File: src/rtl/gpt_trig_pkg.sv
// Shared types and constants for the timer trigger path (master and slave side).
package gpt_trig_pkg;

   // Master mode select encodings driving the TRGO source mux.
   typedef enum logic [2:0] {
      MMS_RESET     = 3'b000,
      MMS_ENABLE    = 3'b001,
      MMS_UPDATE    = 3'b010,
      MMS_CMP_PULSE = 3'b011,
      MMS_OC1REF    = 3'b100,
      MMS_OC2REF    = 3'b101,
      MMS_OC3REF    = 3'b110,
      MMS_OC4REF    = 3'b111
   } mms_e;

   // Pulse stretcher FSM states.
   typedef enum logic {
      MM_IDLE  = 1'b0,
      MM_PULSE = 1'b1
   } mm_state_e;

   localparam int unsigned PULSE_W_MAX_DEFAULT = 15;

endpackage : gpt_trig_pkg

File: src/rtl/trgo_pulse_stretcher.sv
// Stretches single-cycle trigger events to a programmable width, with retrigger.
// Ports:
//   clk_i, aresetn_i : kernel clock, async active-low reset
//   evt_i            : event strobe (already gated by the caller)
//   clr_i            : synchronous clear to IDLE, wins over evt_i
//   pw_i             : pulse width in cycles, 0 treated as 1; sampled at load/reload
//   pulse_o          : stretched pulse
//   busy_o           : FSM is in PULSE
module trgo_pulse_stretcher
   import gpt_trig_pkg::*;
#(
   parameter  int unsigned PULSE_W_MAX = PULSE_W_MAX_DEFAULT,
   localparam int unsigned PW_W        = $clog2(PULSE_W_MAX + 1)
) (
   input  logic            clk_i,
   input  logic            aresetn_i,
   input  logic            evt_i,
   input  logic            clr_i,
   input  logic [PW_W-1:0] pw_i,
   output logic            pulse_o,
   output logic            busy_o
);

   mm_state_e       state_q;
   logic [PW_W-1:0] cnt_q;
   logic [PW_W-1:0] load_c;
   logic            pulse_q;

   // Counter holds remaining cycles after the current one, so width N loads N-1.
   assign load_c = (pw_i == '0) ? '0 : pw_i - PW_W'(1);

   // FSM, down-counter and registered pulse.
   always_ff @(posedge clk_i or negedge aresetn_i) begin
      if (!aresetn_i) begin
         state_q <= MM_IDLE;
         cnt_q   <= '0;
         pulse_q <= 1'b0;
      end else if (clr_i) begin
         state_q <= MM_IDLE;
         cnt_q   <= '0;
         pulse_q <= 1'b0;
      end else begin
         case (state_q)
            MM_IDLE: begin
               if (evt_i) begin
                  state_q <= MM_PULSE;
                  cnt_q   <= load_c;
                  pulse_q <= 1'b1;
               end
            end
            MM_PULSE: begin
               if (evt_i) begin
                  cnt_q <= load_c;
               end else if (cnt_q != '0) begin
                  cnt_q <= cnt_q - PW_W'(1);
               end else begin
                  state_q <= MM_IDLE;
                  pulse_q <= 1'b0;
               end
            end
            default: begin
               state_q <= MM_IDLE;
               cnt_q   <= '0;
               pulse_q <= 1'b0;
            end
         endcase
      end
   end

   assign pulse_o = pulse_q;
   assign busy_o  = (state_q == MM_PULSE);

endmodule : trgo_pulse_stretcher

File: src/rtl/master_mode_controller.sv
// Timer master mode controller: selects and conditions the TRGO source and
// provides the MSM delay on the local slave trigger.
// Ports:
//   clk_i, aresetn_i : kernel clock, async active-low reset
//   mms_i            : master mode select
//   msm_i            : delay trgi_i by one register to match TRGO latency
//   pw_i             : event pulse width (0 treated as 1)
//   ug_i, slv_rst_i, uev_i, cc1_evt_i : event strobes
//   cen_i, oc_ref_i  : level sources
//   trgi_i           : local slave trigger
//   trgo_o           : trigger output to other timers
//   trgi_sync_o      : local trigger to slave logic
//   busy_o           : event pulse in progress
module master_mode_controller
   import gpt_trig_pkg::*;
#(
   parameter  int unsigned CH_PAIRS_NUM = 2,
   parameter  int unsigned PULSE_W_MAX  = PULSE_W_MAX_DEFAULT,
   localparam int unsigned PW_W         = $clog2(PULSE_W_MAX + 1),
   localparam int unsigned OC_W         = 2 * CH_PAIRS_NUM
) (
   input  logic            clk_i,
   input  logic            aresetn_i,
   input  logic [2:0]      mms_i,
   input  logic            msm_i,
   input  logic [PW_W-1:0] pw_i,
   input  logic            ug_i,
   input  logic            slv_rst_i,
   input  logic            cen_i,
   input  logic            uev_i,
   input  logic            cc1_evt_i,
   input  logic [OC_W-1:0] oc_ref_i,
   input  logic            trgi_i,
   output logic            trgo_o,
   output logic            trgi_sync_o,
   output logic            busy_o
);

   mms_e       mms_q;
   logic       mode_chg_c;
   logic       level_mode_c;
   logic       level_c;
   logic       evt_c;
   logic       level_q;
   logic       pulse;
   logic       trgi_q;
   logic [3:0] oc_pad;

   // OC references padded to the four selectable indices; missing channels read 0.
   for (genvar g = 0; g < 4; g++) begin : g_oc_pad
      if (g < OC_W) begin : g_present
         assign oc_pad[g] = oc_ref_i[g];
      end else begin : g_absent
         assign oc_pad[g] = 1'b0;
      end
   end

   // Mode change is seen on the cycle mms_i differs from the registered mode,
   // so TRGO drops the next cycle and the new source drives the one after.
   assign mode_chg_c = (mms_i != 3'(mms_q));

   // Source mux on the registered mode.
   always_comb begin
      level_mode_c = 1'b0;
      level_c      = 1'b0;
      evt_c        = 1'b0;
      case (mms_q)
         MMS_RESET:     evt_c = ug_i | slv_rst_i;
         MMS_ENABLE: begin
            level_mode_c = 1'b1;
            level_c      = cen_i;
         end
         MMS_UPDATE:    evt_c = uev_i;
         MMS_CMP_PULSE: evt_c = cc1_evt_i;
         default: begin
            level_mode_c = 1'b1;
            level_c      = oc_pad[mms_q[1:0]];
         end
      endcase
   end

   // Mode, level and MSM delay registers.
   always_ff @(posedge clk_i or negedge aresetn_i) begin
      if (!aresetn_i) begin
         mms_q   <= MMS_RESET;
         level_q <= 1'b0;
         trgi_q  <= 1'b0;
      end else begin
         mms_q   <= mms_e'(mms_i);
         level_q <= level_mode_c & level_c & ~mode_chg_c;
         trgi_q  <= trgi_i;
      end
   end

   trgo_pulse_stretcher #(
      .PULSE_W_MAX (PULSE_W_MAX)
   ) u_stretcher (
      .clk_i     (clk_i),
      .aresetn_i (aresetn_i),
      .evt_i     (evt_c & ~mode_chg_c),
      .clr_i     (mode_chg_c),
      .pw_i      (pw_i),
      .pulse_o   (pulse),
      .busy_o    (busy_o)
   );

   // level_q is only set in level modes and pulse only in event modes.
   assign trgo_o      = level_q | pulse;
   assign trgi_sync_o = msm_i ? trgi_q : trgi_i;

endmodule : master_mode_controller

File: config.mk
export PLATFORM = sky130hd
export DESIGN_NAME = master_mode_controller
export DESIGN_NICKNAME = d
export VERILOG_FILES = /design/src/rtl/gpt_trig_pkg.sv /design/src/rtl/trgo_pulse_stretcher.sv /design/src/rtl/master_mode_controller.sv
export SDC_FILE = /design/constraint.sdc
export NUM_CORES = 1
export LEC_CHECK = 0
export CORE_MARGIN = 2
export CORE_UTILIZATION = 43
export DETAILED_ROUTE_END_ITERATION = 16
export PLACE_DENSITY = 0.84
export SLEW_MARGIN = 10
export SYNTH_ARGS = -nofsm -noshare
export SYNTH_HDL_FRONTEND = slang
export SYNTH_SLANG_ARGS = --single-unit
File: constraint.sdc
create_clock -name clk_i -period 2 [get_ports clk_i]
set_clock_uncertainty 0.05 [all_clocks]
set_input_delay 0.4 -clock clk_i [delete_from_list [all_inputs] [get_ports clk_i]]
set_output_delay 0.4 -clock clk_i [all_outputs]
set_load 0.01 [all_outputs]
# Word level (Yosys, flattened, before mapping)
# Cells that the tools add are included.
totals:
  regBits: 11
  inputBits: 20
  out_inout_bits: 3
op_classes:
  n_addsub: 2
  n_lt_le_gt_ge: 1
  n_eq_ne: 8
  mux: 22
  bitwise_logic: 7
  reduce_logical: 6
op_table:
  columns: ["op", "n"]
  rows:
  - ["4-bit two-way mux", 5]
  - ["1-bit two-way mux", 11]
  - ["4-bit one-hot mux with 2 select lines", 1]
  - ["4-bit by 1-bit subtractor with 4-bit output, second input constant", 2]
  - ["3-bit by 2-bit == test with 1-bit output, second input constant", 2]
  - ["3-bit != test, second input constant", 2]
  - ["1-bit one-hot mux with 2 select lines", 3]
  - ["4-bit zero test", 1]
  - ["4-bit by 3-bit != test with 1-bit output, second input constant", 1]
  - ["4-bit nonzero test", 1]
  - ["1-bit AND", 3]
  - ["3-bit by 1-bit == test with 1-bit output, second input constant", 1]
  - ["3-bit zero test", 1]
  - ["2-bit by 3-bit < comparator with 1-bit output, second input constant", 1]
  - ["3-bit by 2-bit != test with 1-bit output, second input constant", 1]
  - ["3-bit != test", 1]
  - ["1-bit one-hot mux with 3 select lines", 1]
  - ["3-bit AND reduction", 1]
  - ["3-bit OR reduction", 1]
  - ["1-bit binary-select mux with 2-bit select", 1]
  - ["1-bit inverter", 2]
  - ["1-bit OR", 2]
  - ["2-bit AND reduction", 1]

# Logic depth before layout (Yosys ltp)
# Gate-level depths: netlist of the first run.
logic_depth:
  depth_word: 6
  depth_mapped: 6

# Modules after synthesis
# A second synthesis of the first run with hierarchy kept.
unflattened:
  hier_cells: 72
  hier_area_um2: 710.7
by_module_without_submodules:
  columns: ["mod", "instances", "cells_each", "area_per_inst_um2"]
  rows:
  - ["trgo_pulse_stretcher", 1, 48, 426.7]
  - ["master_mode_controller", 1, 24, 284.0]

# Least setup slack after synthesis of the first run
# Ideal clock, no wire load.
synth_path:
  kind: "reg2reg"
  startpoint: "register mms_q[1]"
  endpoint: "register u_stretcher.cnt_q[1]"
  t_arrival_ns: 1.444
  required_ns: 1.874
  path_slack_ns: 0.430
  stages_incl_launch_ff: 6
  n_path_buf: 1
  path_cell_list: "dfrtp_1 -> nor2b_1 -> o41a_1 -> buf_6 -> or3_1 -> a21oi_2"
synth_via:
  elab_chain_len: 6
synth_rtl:
  columns: ["element", "line", "source"]
  rows:
  - ["start: declaration", "master_mode_controller.sv:39", "mms_e mms_q;"]
  - ["start signal: assignment", "master_mode_controller.sv:89", "mms_q <= mms_e'(mms_i);"]
  - ["3-bit by 2-bit == test with 1-bit output (tied with other cells)", "master_mode_controller.sv:67", "case (mms_q)"]
  - ["1-bit one-hot mux with 3 select lines / 1-bit inverter (equally long branches)", "master_mode_controller.sv:67, master_mode_controller.sv:100", null]
  - ["1-bit AND", "master_mode_controller.sv:100", ".evt_i (evt_c & ~mode_chg_c),"]
  - ["4-bit two-way mux", "trgo_pulse_stretcher.sv:52", "if (evt_i) begin"]
  - ["4-bit one-hot mux with 2 select lines", "trgo_pulse_stretcher.sv:43", "case (state_q)"]
  - ["4-bit two-way mux", "trgo_pulse_stretcher.sv:38", "end else if (clr_i) begin"]
  - ["end signal: assignment", "trgo_pulse_stretcher.sv:47", "cnt_q <= load_c;"]
  - ["end signal: assignment", "trgo_pulse_stretcher.sv:53", "cnt_q <= load_c;"]
  - ["end signal: assignment", "trgo_pulse_stretcher.sv:55", "cnt_q <= cnt_q - PW_W'(1);"]
  - ["end: declaration", "trgo_pulse_stretcher.sv:25", "logic [PW_W-1:0] cnt_q;"]
# Parallel ways exist; a longest one is shown, timed or not.
# A chain may end at the register's enable or synchronous reset.

# Worst setup path after layout of the first run
layout_path:
  startpoint: "input msm_i"
  endpoint: "output trgi_sync_o"
layout_via:
  elab_chain_len: 1
layout_rtl:
  columns: ["element", "line", "source"]
  rows:
  - ["start: declaration", "master_mode_controller.sv:25", "input logic msm_i,"]
  - ["1-bit two-way mux", "master_mode_controller.sv:109", "assign trgi_sync_o = msm_i ? trgi_q : trgi_i;"]
  - ["end: declaration", "master_mode_controller.sv:35", "output logic trgi_sync_o,"]
# No other way between the ends.

==> results of run 1 <==
-- report_power, final --
| part | total (W) | internal (W) | switching (W) | leakage [nW] |
|---|---|---|---|---|
| clock network | 0.000148 | 0.0000770 | 0.0000712 | 0.0150 |
| logic | 0.000106 | 0.0000664 | 0.0000399 | 0.217 |
| registers | 0.000239 | 0.000230 | 0.00000874 | 0.144 |
| total | 0.000493 | 0.000374 | 0.000120 | 0.375 |
-- cell usage after synthesis (all sizes together) --
cell type	instances	share of area (%)
a211oi	5	5.6
a21boi	1	1.1
a21oi	6	5.0
and4bb	1	1.9
buf	1	1.7
dfrtp	11	41
ha	4	7.4
inv	5	2.8
mux2	1	1.7
mux4	1	3.9
nand2	3	1.7
nand2b	1	0.93
nand3	1	0.74
nand4b	1	1.3
nor2	3	1.7
nor2b	4	3.7
nor3	5	3.7
nor3b	2	2.2
o221ai	1	1.3
o41a	1	1.7
or2	1	0.93
or3	2	1.9
or4b	1	1.5
xnor2	4	5.2
-- logic make-up (layout without fill, tap and decap cells) --
kind of cell               Yosys count  in the layout  share of synthesized area [%]
AOI/OAI and AO/OA                   14             14                          14.63
xor gates and xnor gates             4              4                          5.185
adders and majority gates            4              4                          7.408
buffers and inverters                6             33                          4.445
DFF                                 11             11                          40.74
muxes                                2              2                          5.556
and+or+nand+nor                     25             25                          22.04
-- critical path, stage by stage --
cell             delay [ns]
clkdlybuf4s50_1        0.47
mux2_2                 0.33
dlygate4sd2_1          0.28
-- layer usage --
layer | up-vias | share of wire, % | wire, um | global-route usage, %
met4 | 0 | 0.89 | 12 | 5.455
met2 | 15 | 49 | 657 | 30.00
met1 | 274 | 47 | 637 | 23.54
met5 | - | 0 | 0 | 0
li1 | 299 | - | - | -
met3 | 2 | 2.6 | 35 | 2.500
-- how the worst max path moves through the flow --
stage	startpoint	endpoint	slack, ns	depth (start not counted)
2_1_floorplan	mms_q[1]	u_stretcher.cnt_q[1]	0.43	5
3_3_place_gp	msm_i	trgi_sync_o	-0.10	3
3_5_place_dp	msm_i	trgi_sync_o	-0.13	3
4_1_cts	msm_i	trgi_sync_o	0.07	3
5_1_grt	msm_i	trgi_sync_o	0.04	3
6_report	msm_i	trgi_sync_o	0.07	3
-- what timing repair did --
item	CTS	global route
hold endpoints to repair	0	0
endpoints found under the setup margin	1	0
gates resized for setup	1	0
-- registers in the layout (all words and copies together), names as in the netlist --
register	flops
level_q	1
mms_q	3
trgi_q	1
u_stretcher.busy_o	1
u_stretcher.cnt_q	4
u_stretcher.pulse_o	1
-- through the flow --
stage,cell area (um2),util [%],TNS (ns)
after detailed placement,919.6,61.76,-0.1280
after CTS,944.7,63.45,0
after global routing,944.7,63.45,0
after global placement,919.6,61.76,-0.1025
final,944.7,63.45,0
after floorplan,675.6,-,0
-- layout make-up --
| type | instances | area, um2 | share of cell area, % |
|---|---|---|---|
| multi-input combinational | 49 | 370.4 | 39.21 |
| clock buffer | 4 | 26.28 | 2.781 |
| sequential | 11 | 275.3 | 29.14 |
| inverter | 5 | 18.77 | 1.987 |
| tap | 16 | 20.02 | 2.119 |
| timing repair buffer | 24 | 234.0 | 24.77 |
==> summary.md, run 1 <==
| Metric | Value |
|---|---|
| Ys Warns | `0` |
| Mapped Nets | `90` |
| Crit share post-route | `96.46%` |
| Max Clk Rate | `518.4 MHz` |
| CP Launch Type | `primary input` |
| Vias in the first global route | `610` |
| DR DRC count | `0` |
| Crit-path max FO | `1` |
| Root buf cell | `clkbuf_4` |
| Total CTS buffers | `3` |
| Final hold slack | `0.4126 ns` |
| Core area | `0.001489 mm2` |
| Num ports | `23` |
| Crit path DAT | `1.48 ns` |
| Status | `complete, no violations` |
| Worst ir drop on vdd | `314.9 uV` |
| PortBufs | `22` |
| Least-Margin Pin Slew | `0.4766 ns` |
| Post-DRT Antenna Nets | `0` |
| HP Class | `in -> async` |
| Leak Pwr | `0.3754 nW` |
| Starting density of the core | `45.38%` |
| Nets | `118` |
| Initial antenna violation count | `0` |
| Area Growth Syn to Fin | `39.81%` |
| DRT iter0 DRCs | `5` |
| Ratio of cells with drive above 1 in the final layout | `9.677%` |
| Largest net degree at the start of global routing | `12` |
| Via count | `590` |
| Commonest non-fill, non-tap cells in the layout | `21 x clkdlybuf4s50_1, 11 x dfrtp_1` |
| Routed WL | `1.344 mm` |
| CTS HTree Levels | `1` |
| Worst-path clk slew | `0.07 ns` |
| Final Power | `0.0004935 W` |
| Most common cell after layout, fill and taps aside | `clkdlybuf4s50_1` |
| Avg Cell Area, Syn | `10.24 um2` |
| Post-CTS Repair Setup Buffers | `0` |
| Via-per-instance ratio | `5.413` |
| Power per cell area | `522.4 mW/mm2` |
| CTS hold repair buffers | `0` |
| CP required | `1.55 ns` |
| Max-cap viol count | `0` |
| RSZ-0062 raised after global routing | `false` |
| Placed insts | `105` |
| R2r setup slk | `0.39 ns` |
| Setup CP Type | `in -> out` |
| Die Wd | `43.64 um` |
| Post-synth design cell area | `675.6 um2` |
| Clock Sink Count | `11` |
| Clk buf depth | `2` |
| Register area share after synthesis | `40.74%` |
| Post-DP HPWL | `1.054 mm` |
| GRT Residual Overflow | `0` |
| Minimum clock period | `1.929 ns` |
| Routability cong. | `0.7894` |
| Critical R2R Capture | `u_stretcher.cnt_q[0]` |
| TritonCTS clock tree | `yes` |
| Final hold violation count | `0` |
| FF+latch count, synth | `11` |
| Worst r2r src | `u_stretcher.cnt_q[0]` |
| Setup-failing EPs final | `0` |
| Slack of the critical path | `0.07082 ns` |
| Die Ht | `43.64 um` |
| Count of unique library cells instantiated by Yosys | `25` |
| Fin cells | `109` |
| Crit. End Element | `output pin` |
| Slew Limit Fails | `0` |
| Wire per inst | `12.33 um` |
| First-pass GRT wire length | `2.594 mm` |
| Skew-Pair Late Insertion Delay | `0.26 ns` |
| Floorplan die area | `0.001904 mm2` |
| R2R depth | `7` |
| Drt pass-1 iters | `4` |
| Syn Inst Count | `66` |
| Antenna cell count | `0` |
| Fill cell count | `118` |
| Relative slew slack | `68.13%` |
| Pre-CTS setup slack | `-0.1280 ns` |
| # rows | `14` |
| GRT Util Overall | `17.79%` |
Power figures use the tool's default switching activity.
==> inputs of run 2 (changes only) <==
CORE_MARGIN = default   (was 2)
SLEW_MARGIN = 20   (was 10)
==> run 2 against run 1 <==
Compared with the run above: sequential power barely moved; flip-flop and latch count did not move; setup slack improved by 0.016 ns; non-clock buffer count did not move; wire length rose by 1.1%; combinational power barely moved; global-route usage rose by 0.57 points; maximum frequency rose by 0.85%; critical endpoint unchanged.
==> summary.md, run 2 (synthesis gave the netlist of run 1 again) <==
| Metric | Value |
|---|---|
| Status | `complete, no violations` |
| R2R depth | `6` |
| Clk buf depth | `2` |
| Clock Sink Count | `11` |
| Total CTS buffers | `3` |
| Nets | `118` |
| Setup CP Type | `in -> out` |
| Drt pass-1 iters | `4` |
| Starting density of the core | `48.87%` |
| CP Launch Type | `primary input` |
| RSZ-0062 raised after global routing | `false` |
| Crit-path max FO | `1` |
| Relative slew slack | `66.56%` |
| Leak Pwr | `0.3754 nW` |
| Max incr delay on CP | `0.46 ns` |
| CP endpoint | `trgi_sync_o` |
| Crit path DAT | `1.46 ns` |
| Core area | `0.001383 mm2` |
| Die Ht | `41.64 um` |
| Fill cell count | `110` |
| Crit. End Element | `output pin` |
| R2r setup slk | `0.28 ns` |
| Final hold violation count | `0` |
| Setup-failing EPs final | `0` |
| Post-CTS Repair Setup Buffers | `0` |
| Antenna cell count | `0` |
| CP cell instances | `clkdlybuf4s50_1 > mux2_2 > dlygate4sd2_1` |
| Worst ir drop on vdd | `582.3 uV` |
| Crit path depth | `3` |
| CTS HTree Levels | `1` |
| Power per cell area | `526.3 mW/mm2` |
| Minimum clock period | `1.913 ns` |
| GRT Residual Overflow | `0` |
| Root buf cell | `clkbuf_4` |
| Most common cell after layout, fill and taps aside | `clkdlybuf4s50_1` |
| Vias in the first global route | `591` |
| Largest net degree at the start of global routing | `12` |
| GRT Util Overall | `18.36%` |
| Placed insts | `104` |
| Skew-Pair Late Insertion Delay | `0.27 ns` |
| Worst-path clk slew | `0.07 ns` |
| Worst Setup SP | `msm_i` |
| Die Wd | `41.64 um` |
| # rows | `13` |
| Buf/Inv on CP | `2` |
| Wire per inst | `12.58 um` |
| PortBufs | `22` |
| First-pass GRT wire length | `2.470 mm` |
| Via count | `573` |
| Initial antenna violation count | `0` |
| Max Clk Rate | `522.8 MHz` |
| Via-per-instance ratio | `5.306` |
| Worst r2r src | `u_stretcher.cnt_q[0]` |
| Crit share post-route | `95.65%` |
| Final Power | `0.0004965 W` |
| Floorplan die area | `0.001734 mm2` |
| Critical R2R Capture | `u_stretcher.cnt_q[0]` |
| Num ports | `23` |
| Post-DRT Antenna Nets | `0` |
| Biggest register | `u_stretcher.cnt_q` |
| Max-cap viol count | `0` |
| Commonest non-fill, non-tap cells in the layout | `21 x clkdlybuf4s50_1, 11 x dfrtp_1` |
| CP required | `1.55 ns` |
| Post-DP HPWL | `1.069 mm` |
| Least-Margin Pin Slew | `0.5000 ns` |
| Ratio of cells with drive above 1 in the final layout | `9.677%` |
| Critical path's top delay family | `buffers and inverters` |
| Routability cong. | `0.7853` |
| Fin cells | `108` |
| HP Class | `in -> async` |
| Area Growth Syn to Fin | `39.63%` |
| DR DRC count | `0` |
| Slowest CP cell | `clkdlybuf4s50_1` |
| TritonCTS clock tree | `yes` |
| Max reg flops | `4` |
| Routed WL | `1.359 mm` |
| DRT iter0 DRCs | `13` |
| Slack of the critical path | `0.08704 ns` |
| Pre-CTS setup slack | `-0.1080 ns` |
| Slew Limit Fails | `0` |
| Top Registers | `u_stretcher.cnt_q: 4 flops, mms_q: 3 flops` |
==> run 2: cell counts in the layout (fill, tap and decap cells not counted) <==
Identical to the previous run, type by type.
==> run 2: final cells by class <==
class	count	area [um2]	share of cell area, %
clock buffers	4	26.28	2.785
inverters	5	18.77	1.989
multi-input cells	49	370.4	39.26
flip-flops and latches	11	275.3	29.18
well taps	15	18.77	1.989
repair buffers	24	234.0	24.80
==> run 2: stage by stage <==
step	utilization (%)	setup TNS [ns]	cell area, um2	hold slack [ns]
CTS	68.24	0	943.4	0.4242
global route	68.24	0	943.4	0.4635
detailed placement	66.43	-0.1080	918.4	0.5355
finish	68.24	0	943.4	0.4138
global placement	66.43	-0.1083	918.4	0.5119
floorplan	-	0	675.6	0.05441
==> run 2: what timing repair did <==
action,CTS,global route
hold buffers,0,0
gates resized for setup,1,0
setup endpoints to repair,1,0
==> run 2: how the worst min path moves through the flow <==
stage / cells past startpoint / to / startpoint / slack (ns)
floorplan: 0 / level_q / aresetn_i / 0.05
global placement: 2 / u_stretcher.pulse_o / u_stretcher.pulse_o / 0.51
detailed placement: 2 / u_stretcher.pulse_o / u_stretcher.pulse_o / 0.54
CTS: 1 / mms_q[0] / aresetn_i / 0.42
global route: 1 / mms_q[1] / aresetn_i / 0.46
finish: 1 / u_stretcher.busy_o / aresetn_i / 0.41
==> run 2: layer usage <==
metal / vias up / share of wire [%] / track usage (%)
met2: 10 / 47 / 31.25
met4: 0 / 0.59 / 1.935
met3: 2 / 4.2 / 7.826
met1: 259 / 48 / 22.19
met5: - / 0 / 0
li1: 302 / - / -
==> run 2: where the power goes <==
| part | switching, W | internal, W | leakage (nW) |
|---|---|---|---|
| Combinational | 0.0000400 | 0.0000664 | 0.217 |
| Sequential | 0.00000877 | 0.000230 | 0.144 |
| Clock | 0.0000739 | 0.0000772 | 0.0150 |
| Total | 0.000123 | 0.000374 | 0.375 |
